===== config.mk =====
export PLATFORM = sky130hd
export DESIGN_NAME = vga_sync_gen
export DESIGN_NICKNAME = d
export VERILOG_FILES = /design/src/rtl/vga_timing_defs_pkg.sv /design/src/rtl/vga_axis_counter.sv /design/src/rtl/vga_sync_gen.sv
export SDC_FILE = /design/constraint.sdc
export NUM_CORES = 1
export LEC_CHECK = 0
export BUFFER_PORTS_ARGS = -buffer_cell sky130_fd_sc_hd__buf_4
export CAP_MARGIN = 15
export CORE_ASPECT_RATIO = 0.5
export CORE_MARGIN = 2
export CORE_UTILIZATION = 40
export CTS_CLUSTER_DIAMETER = 30
export DETAILED_ROUTE_END_ITERATION = 6
export SLEW_MARGIN = 30
export SYNTH_ARGS = -nofsm -noshare
export SYNTH_HDL_FRONTEND = slang
export SYNTH_SLANG_ARGS = --single-unit

===== constraint.sdc =====
create_clock -name VGA_CLK -period 1.95 [get_ports VGA_CLK]
set_input_delay 0.39 -clock VGA_CLK [delete_from_list [all_inputs] [get_ports VGA_CLK]]
set_output_delay 0.39 -clock VGA_CLK [all_outputs]
set_load 0.05 [all_outputs]

===== src/rtl/vga_timing_defs_pkg.sv =====
// Shared VGA timing constants (default 640x480@60) and small helpers,
// used by the sync generator and the colour stage.
package vga_timing_defs_pkg;

  localparam int CNT_W = 10;

  localparam int DEF_H_ACTIVE = 640;
  localparam int DEF_H_FP     = 16;
  localparam int DEF_H_SYNC   = 96;
  localparam int DEF_H_BP     = 48;
  localparam int DEF_V_ACTIVE = 480;
  localparam int DEF_V_FP     = 10;
  localparam int DEF_V_SYNC   = 2;
  localparam int DEF_V_BP     = 33;

  localparam int DEF_H_TOTAL      = DEF_H_ACTIVE + DEF_H_FP + DEF_H_SYNC + DEF_H_BP;
  localparam int DEF_V_TOTAL      = DEF_V_ACTIVE + DEF_V_FP + DEF_V_SYNC + DEF_V_BP;
  localparam int DEF_H_SYNC_START = DEF_H_ACTIVE + DEF_H_FP;
  localparam int DEF_H_SYNC_END   = DEF_H_SYNC_START + DEF_H_SYNC;
  localparam int DEF_V_SYNC_START = DEF_V_ACTIVE + DEF_V_FP;
  localparam int DEF_V_SYNC_END   = DEF_V_SYNC_START + DEF_V_SYNC;

  // The sync delay line has at most three stages.
  function automatic int clamp_sync_dly(input int dly);
    if (dly < 0) return 0;
    if (dly > 3) return 3;
    return dly;
  endfunction

  function automatic logic sync_level(input logic in_sync, input logic pol);
    return in_sync ? pol : ~pol;
  endfunction

endpackage


===== src/rtl/vga_axis_counter.sv =====
// One timing axis: free-running position counter with active/sync decode
// and a terminal-count flag used to chain the vertical axis.
module vga_axis_counter
  import vga_timing_defs_pkg::*;
#(
  parameter int   ACTIVE = DEF_H_ACTIVE,
  parameter int   FP     = DEF_H_FP,
  parameter int   SYNC   = DEF_H_SYNC,
  parameter int   BP     = DEF_H_BP,
  parameter logic POL    = 1'b0
) (
  input  logic             clk,
  input  logic             rst,
  input  logic             inc,
  output logic [CNT_W-1:0] cnt,
  output logic             active,
  output logic             sync,
  output logic             wrap
);

  localparam int TOTAL = ACTIVE + FP + SYNC + BP;

  localparam logic [CNT_W-1:0] LAST = CNT_W'(TOTAL - 1);

  // One extra bit so a region ending exactly at 1024 still compares correctly.
  localparam logic [CNT_W:0] ACT_END    = (CNT_W + 1)'(ACTIVE);
  localparam logic [CNT_W:0] SYNC_START = (CNT_W + 1)'(ACTIVE + FP);
  localparam logic [CNT_W:0] SYNC_END   = (CNT_W + 1)'(ACTIVE + FP + SYNC);

  logic [CNT_W:0] cnt_x;

  assign cnt_x  = {1'b0, cnt};
  assign wrap   = (cnt == LAST);
  assign active = (cnt_x < ACT_END);
  assign sync   = sync_level((cnt_x >= SYNC_START) && (cnt_x < SYNC_END), POL);

  // NOTE: reset is sampled on the clock edge only, so it lives inside the
  // clocked branch rather than in the sensitivity list.
  always_ff @(posedge clk) begin
    if (rst) begin
      cnt <= '0;
    end else if (inc) begin
      // NOTE: state uses non-blocking assignment so every register samples
      // pre-edge values regardless of statement order.
      cnt <= wrap ? '0 : cnt + CNT_W'(1);
    end
  end

endmodule


===== src/rtl/vga_sync_gen.sv =====
// VGA timing generator: pixel coordinates, active-video flag, frame pulse,
// and HSYNC/VSYNC delayed to line up with the registered colour stage.
module vga_sync_gen
  import vga_timing_defs_pkg::*;
#(
  parameter int H_ACTIVE = DEF_H_ACTIVE,
  parameter int H_FP     = DEF_H_FP,
  parameter int H_SYNC   = DEF_H_SYNC,
  parameter int H_BP     = DEF_H_BP,
  parameter int V_ACTIVE = DEF_V_ACTIVE,
  parameter int V_FP     = DEF_V_FP,
  parameter int V_SYNC   = DEF_V_SYNC,
  parameter int V_BP     = DEF_V_BP,
  parameter int SYNC_POL = 0,
  parameter int SYNC_DLY = 1
) (
  input  logic             VGA_CLK,
  input  logic             RST_N,
  input  logic             PIX_EN,
  output logic [CNT_W-1:0] X,
  output logic [CNT_W-1:0] Y,
  output logic             valid,
  output logic             VGA_HSYNC,
  output logic             VGA_VSYNC,
  output logic             frame_start
);

  localparam int   DLY = clamp_sync_dly(SYNC_DLY);
  localparam logic POL = (SYNC_POL != 0);

  // RST_N is active-high despite its name.
  logic rst;
  assign rst = RST_N;

  logic [CNT_W-1:0] h_cnt, v_cnt;
  logic             h_active, v_active;
  logic             h_sync, v_sync;
  logic             h_wrap, v_wrap;
  logic             v_inc;
  logic             frame_tick_q;
  logic             hs_tap, vs_tap;

  assign v_inc = PIX_EN & h_wrap;

  vga_axis_counter #(
    .ACTIVE(H_ACTIVE), .FP(H_FP), .SYNC(H_SYNC), .BP(H_BP), .POL(POL)
  ) u_h (
    .clk(VGA_CLK), .rst(rst), .inc(PIX_EN),
    .cnt(h_cnt), .active(h_active), .sync(h_sync), .wrap(h_wrap)
  );

  vga_axis_counter #(
    .ACTIVE(V_ACTIVE), .FP(V_FP), .SYNC(V_SYNC), .BP(V_BP), .POL(POL)
  ) u_v (
    .clk(VGA_CLK), .rst(rst), .inc(v_inc),
    .cnt(v_cnt), .active(v_active), .sync(v_sync), .wrap(v_wrap)
  );

  // The delay line counts pixel ticks, not clocks, so it tracks PIX_EN.
  generate
    if (DLY == 0) begin : g_no_dly
      assign hs_tap = h_sync;
      assign vs_tap = v_sync;
    end else begin : g_dly
      logic [DLY-1:0] hs_pipe, vs_pipe;

      always_ff @(posedge VGA_CLK) begin
        if (rst) begin
          hs_pipe <= {DLY{~POL}};
          vs_pipe <= {DLY{~POL}};
        end else if (PIX_EN) begin
          hs_pipe <= DLY'({hs_pipe, h_sync});
          vs_pipe <= DLY'({vs_pipe, v_sync});
        end
      end

      assign hs_tap = hs_pipe[DLY-1];
      assign vs_tap = vs_pipe[DLY-1];
    end
  endgenerate

  // frame_tick_q marks the wrap tick; the pulse follows one clock later so it
  // coincides with X/Y showing (0,0). The post-reset frame never wraps into it.
  always_ff @(posedge VGA_CLK) begin
    if (rst) begin
      X            <= '0;
      Y            <= '0;
      valid        <= 1'b0;
      VGA_HSYNC    <= ~POL;
      VGA_VSYNC    <= ~POL;
      frame_tick_q <= 1'b0;
      frame_start  <= 1'b0;
    end else begin
      X            <= h_cnt;
      Y            <= v_cnt;
      valid        <= h_active & v_active;
      VGA_HSYNC    <= hs_tap;
      VGA_VSYNC    <= vs_tap;
      frame_tick_q <= PIX_EN & h_wrap & v_wrap;
      frame_start  <= frame_tick_q;
    end
  end

endmodule

After elaboration in Yosys (flattened, before gate mapping) --
Index checks and enable logic that the tools add are counted.
Word-level totals: register bits after elaboration 47, logic and storage cells 30, output and inout bits 24, bits of input ports 3
Cells by class: add/subtract/negate cells 2, muxes and demuxes 4, reduce and logical (&&, ||, !) cells 2, $lt $le $gt $ge 6, bitwise gates (word level) 3, eq/ne operators 2
Operators by type and width (count):
- $add A10 B1 Y10 const B | 2
- $eq A10 B10 Y1 const B | 2
- $lt A10 B10 Y1 const B | 2
- $lt A10 B9 Y1 const B | 2
- $mux W10 | 2
- $ge A10 B10 Y1 const B | 1
- $ge A10 B9 Y1 const B | 1
- $and A1 B1 Y1 | 3
- $logic_and A1 B1 Y1 | 2
- $mux W1 | 2

Longest topological paths before layout --
depth in word-level cells 3, mapped depth 6, gate-level depth less buffers 6

Hierarchy --
A second synthesis with hierarchy kept.
Unflattened totals: cell total of the unflattened synthesis 182, area, all modules 1831.8 um^2
Modules (own cells, without submodules):
- vga_sync_gen | area an instance 767.0 um^2, cells each 60, times used 1
- vga_axis_counter at u_h | area an instance 544.3 um^2, cells each 64, times used 1
- vga_axis_counter at u_v | area an instance 520.5 um^2, cells each 58, times used 1

Worst setup path after synthesis --
OpenSTA, ideal clock, no wires.
kind reg2reg, start point register u_h.cnt[0], end point register u_v.cnt[8], path slack 0.319 ns, stages on the path, launching flop included 6, arrival time 1.564 ns, clock period less this slack 1.631 ns, setup time 0.068 ns, path through dfxtp_1 -> ha_1 -> and3_2 -> nand4_4 -> or4_4 -> a21oi_2
Between the ends: cells in the longest elaborated chain, start to end 2
Ends and longest elaborated chain:
- start: declaration | line vga_axis_counter.sv:15 | output logic [CNT_W-1:0] cnt,
- start signal: assignment | line vga_axis_counter.sv:45 | cnt <= wrap ? '0 : cnt + CNT_W'(1);
- $eq A10 B10 Y1 | line vga_axis_counter.sv:33 | assign wrap = (cnt == LAST);
- $and A1 B1 Y1 | line vga_sync_gen.sv:43 | assign v_inc = PIX_EN & h_wrap;
- end signal: assignment | line vga_axis_counter.sv:45
- end: declaration | line vga_axis_counter.sv:15
No other way between the ends. A chain may end at the register's enable or synchronous reset.

Worst setup path after layout --
Ends and elaborated chain as after synthesis.

==> metrics.md <==
| Metric | Value |
|---|---|
| Status | completed |
| Worst path slowest cell | or4_4 |
| Global-route usage over all layers | 0.155 |
| Clock sinks | 47 |
| Post-CTS Setup Bufs | 0 |
| Fill cell count | 421 |
| Post-route DRC | 0 |
| Deepest clock path buffer count | 2 |
| Synthesized netlist cell count | 187 |
| Skew-Pair Late Insertion Delay | 0.31 ns |
| Initial core utilization | 0.419 |
| Worst hold path class | in -> reg |
| Comb power frac | 0.031 |
| Inserted Diodes | 0 |
| Fin util | 0.504 |
| Seq/Total Area, Yosys | 0.507 |
| Pre-CTS WS | 0.200 ns |
| Setup Crit Path Kind | reg -> reg |
| Layout Cells excl Fill | 270 |
| Lkg Pwr | 0.829 nW |
| Power density over the cells | 840 nW/um2 |
| Dpl cells | 262 |
| Share of post-route cells with drive strength above 1 | 0.216 |
| Clock transition at path regs | 0.09 ns |
| CP Capture Type | flip-flop |
| Vias in the first global route | 1298 |
| Largest stage delay on the critical path | between 0.5 and 0.6 ns |
| Post-DP HPWL | 2.33 mm |
| R2r startpoint | u_h.cnt[0] |
| Post-route cell area | 2230 um2 |
| Cell area after synthesis | 1860 um2 |
| FMAX | 557 MHz |
| Req. time, crit path | 2.19 ns |
| Yosys reg bits | 47 |
| Switching part of the total | 0.202 |
| Root Buffer | clkbuf_8 |
| Crit-path cells | ha_1, and3_2, nand4_4, or4_4, a21oi_2 |
| Final setup vio count | 0 |
| RSZ-0062 raised after global routing | false |
| Yosys warnings | 0 |
| Hold buffer count at cts | 0 |
| Pin count of the biggest net entering global routing | 39 |
| Avg Cell Area, Syn | ~10 um2 |
| Top delay family on crit path | simple AND/OR/NAND/NOR gates |
| Antenna viol nets, final | 0 |
| Fin nets | 219 |
| Port Buffers | 26 |
| Core area | around 4400 um2 |
| H-tree levels | 2 |
| Global route total overflow | 0 |
| Cell Int Power | 1.49 mW |
| Die W | 100 um |
| Num rows | 17 |
| Final Wtd Congestion | 0.827 |
| Final hold viol count | 0 |
| Slew HR | 0.668 |
| Post-Syn Nets | 194 |
| Clock share of power | 0.449 |
| Die Y | 52.2 um |
| NetSw | 378 uW |
| Slew @ Worst Pin | 0.494 ns |
| Number of buffers created by CTS | 5 |
| Seq pwr share | 0.519 |
| Post_cts resized | 0 |
| Setup_tns | 0 ns |
| Most frequent cells in the layout | dfxtp_1 (47), buf_4 (28), nor2_1 (16), nor2b_1 (16), nor3_1 (12) |
| IO Count | 27 |
| Initial antenna violation count | 0 |
| Hold Path Origin | PIX_EN |
| Post-synth ARST share | 0 |
| Post-synth EDFFs | 0 |
| CP startpoint kind | flip-flop |
| DP Area | 2090 um2 |
| VDD IR max | 0.000291 V |
| Worst setup path startpoint | u_h.cnt[0] |
| Vias | 1374 |
| Layout area overhead | 20.2% |
| Synth cell types | 41 |
| Arr. time, crit path | just over 2 ns |
| Routed wire length per instance | 12.8 um |
| Fin. max-slew vios | 0 |
| Most common cell after layout, fill and taps aside | dfxtp_1 |
| Critical path buffer and inverter count | 0 |
| Post-route setup slack | 0.156 ns |
| Prevailing post-synth register cell | dfxtp_1 |
| Final period util | 0.920 |
| TritonRoute pass-1 iters | 4 |
| TritonCTS clock tree | done |
| Post-route minimum period | roughly 1.8 ns |
| Clk_skew | ~0.0071 ns |
| DR iter-0 viols | 61 |
| MaxCap Viol Count | 0 |
| WL final | 3.46 mm |
| Die ar. | between 5000 and 6000 um2 |
| Via density | 5.09 |
| Crit path max fanout | 6 |
| First-pass GRT wire length | between 6 and 7 mm |
[power by group through the flow]
stage	sequential [mW]	combinational (mW)	clock [mW]
2_1_floorplan	1.01	0.0298	0
3_3_place_gp	0.994	0.0584	0
3_5_place_dp	0.995	0.0589	0
4_1_cts	0.973	0.0596	0.863
5_1_grt	0.975	0.0640	0.906
6_report	0.973	0.0588	0.841
[logic make-up (layout without fill, tap and decap cells)]
family | Yosys count | in the layout | synth area share
fa+ha+maj | 4 | 4 | 0.0270
mux | 1 | 1 | 0.00539
flops | 47 | 47 | 0.507
compound gates | 12 | 12 | 0.0411
simple gates | 93 | 93 | 0.318
xor+xnor | 14 | 14 | 0.0661
buf+inv | 16 | 42 | 0.0357
[sequential cells by signal (all words and copies together), names as in the netlist]
| register | flops |
|---|---|
| VGA_HSYNC | 1 |
| VGA_VSYNC | 1 |
| X | 10 |
| Y | 10 |
| frame_start | 1 |
| frame_tick_q | 1 |
| g_dly.hs_pipe | 1 |
| g_dly.vs_pipe | 1 |
| u_h.cnt | 10 |
| u_v.cnt | 10 |
| valid | 1 |
[tightest hold or removal path: stages]
cell     delay, ns
buf_4         0.16
o32ai_1       0.09
nand2_1       0.06
[final timing paths]
path              cells after the start             to  slack (ns)
setup reg to reg                      5     u_v.cnt[8]        0.16
setup / recovery                      5     u_v.cnt[8]        0.16
hold / removal                        3  g_dly.hs_pipe        0.42
hold reg to reg                       1      VGA_VSYNC        0.45
[stage by stage]
| step | total power, mW | hold slack (ns) |
|---|---|---|
| 6_report | 1.87 | 0.418 |
| 5_1_grt | 1.94 | 0.428 |
| 4_1_cts | 1.90 | 0.413 |
| 3_5_place_dp | 1.05 | 0.436 |
| 3_3_place_gp | 1.05 | 0.433 |
| 2_1_floorplan | 1.04 | 0.411 |
[cell type report]
cell class / count / area (um2) / area share
tap: 57 / 71.3 / 0.0320
inverter: 6 / 22.5 / 0.0101
clock buffer: 5 / 68.8 / 0.0309
timing repair buffer: 28 / 210 / 0.0943
multi-input combinational: 124 / 848 / 0.380
clock inverter: 3 / 67.6 / 0.0303
sequential: 47 / 941 / 0.422
[cells in the mapped netlist (2+ instances only)]
library cell  number  area share
or2_2              2      0.0067
a21oi_1            3      0.0081
clkbuf_1           3      0.0061
buf_1              2      0.0040
nor4b_1            2      0.0094
and3_1             2      0.0067
dfxtp_1           47        0.51
xnor2_1            9       0.042
nor2_1            16       0.032
o31ai_1            2      0.0081
xor2_1             5       0.024
buf_2              5       0.013
nand3_1            7       0.019
nor2b_1           16       0.054
nand4b_1           2      0.0094
inv_1              6       0.012
ha_1               4       0.027
o21ai_0            3      0.0081
nor4_1             3       0.010
nor3_1            12       0.032
nand4_1            9       0.030
nand2_1            8       0.016
[metal layers]
| metal | track usage | part of all wire | vias up |
|---|---|---|---|
| li1 | - | - | 695 |
| met1 | 0.204 | 0.50 | 643 |
| met2 | 0.233 | 0.44 | 29 |
| met3 | 0.0457 | 0.040 | 7 |
| met4 | 0.0753 | 0.022 | 0 |
| met5 | 0 | 0 | - |
(Power assumes the default switching activity.)
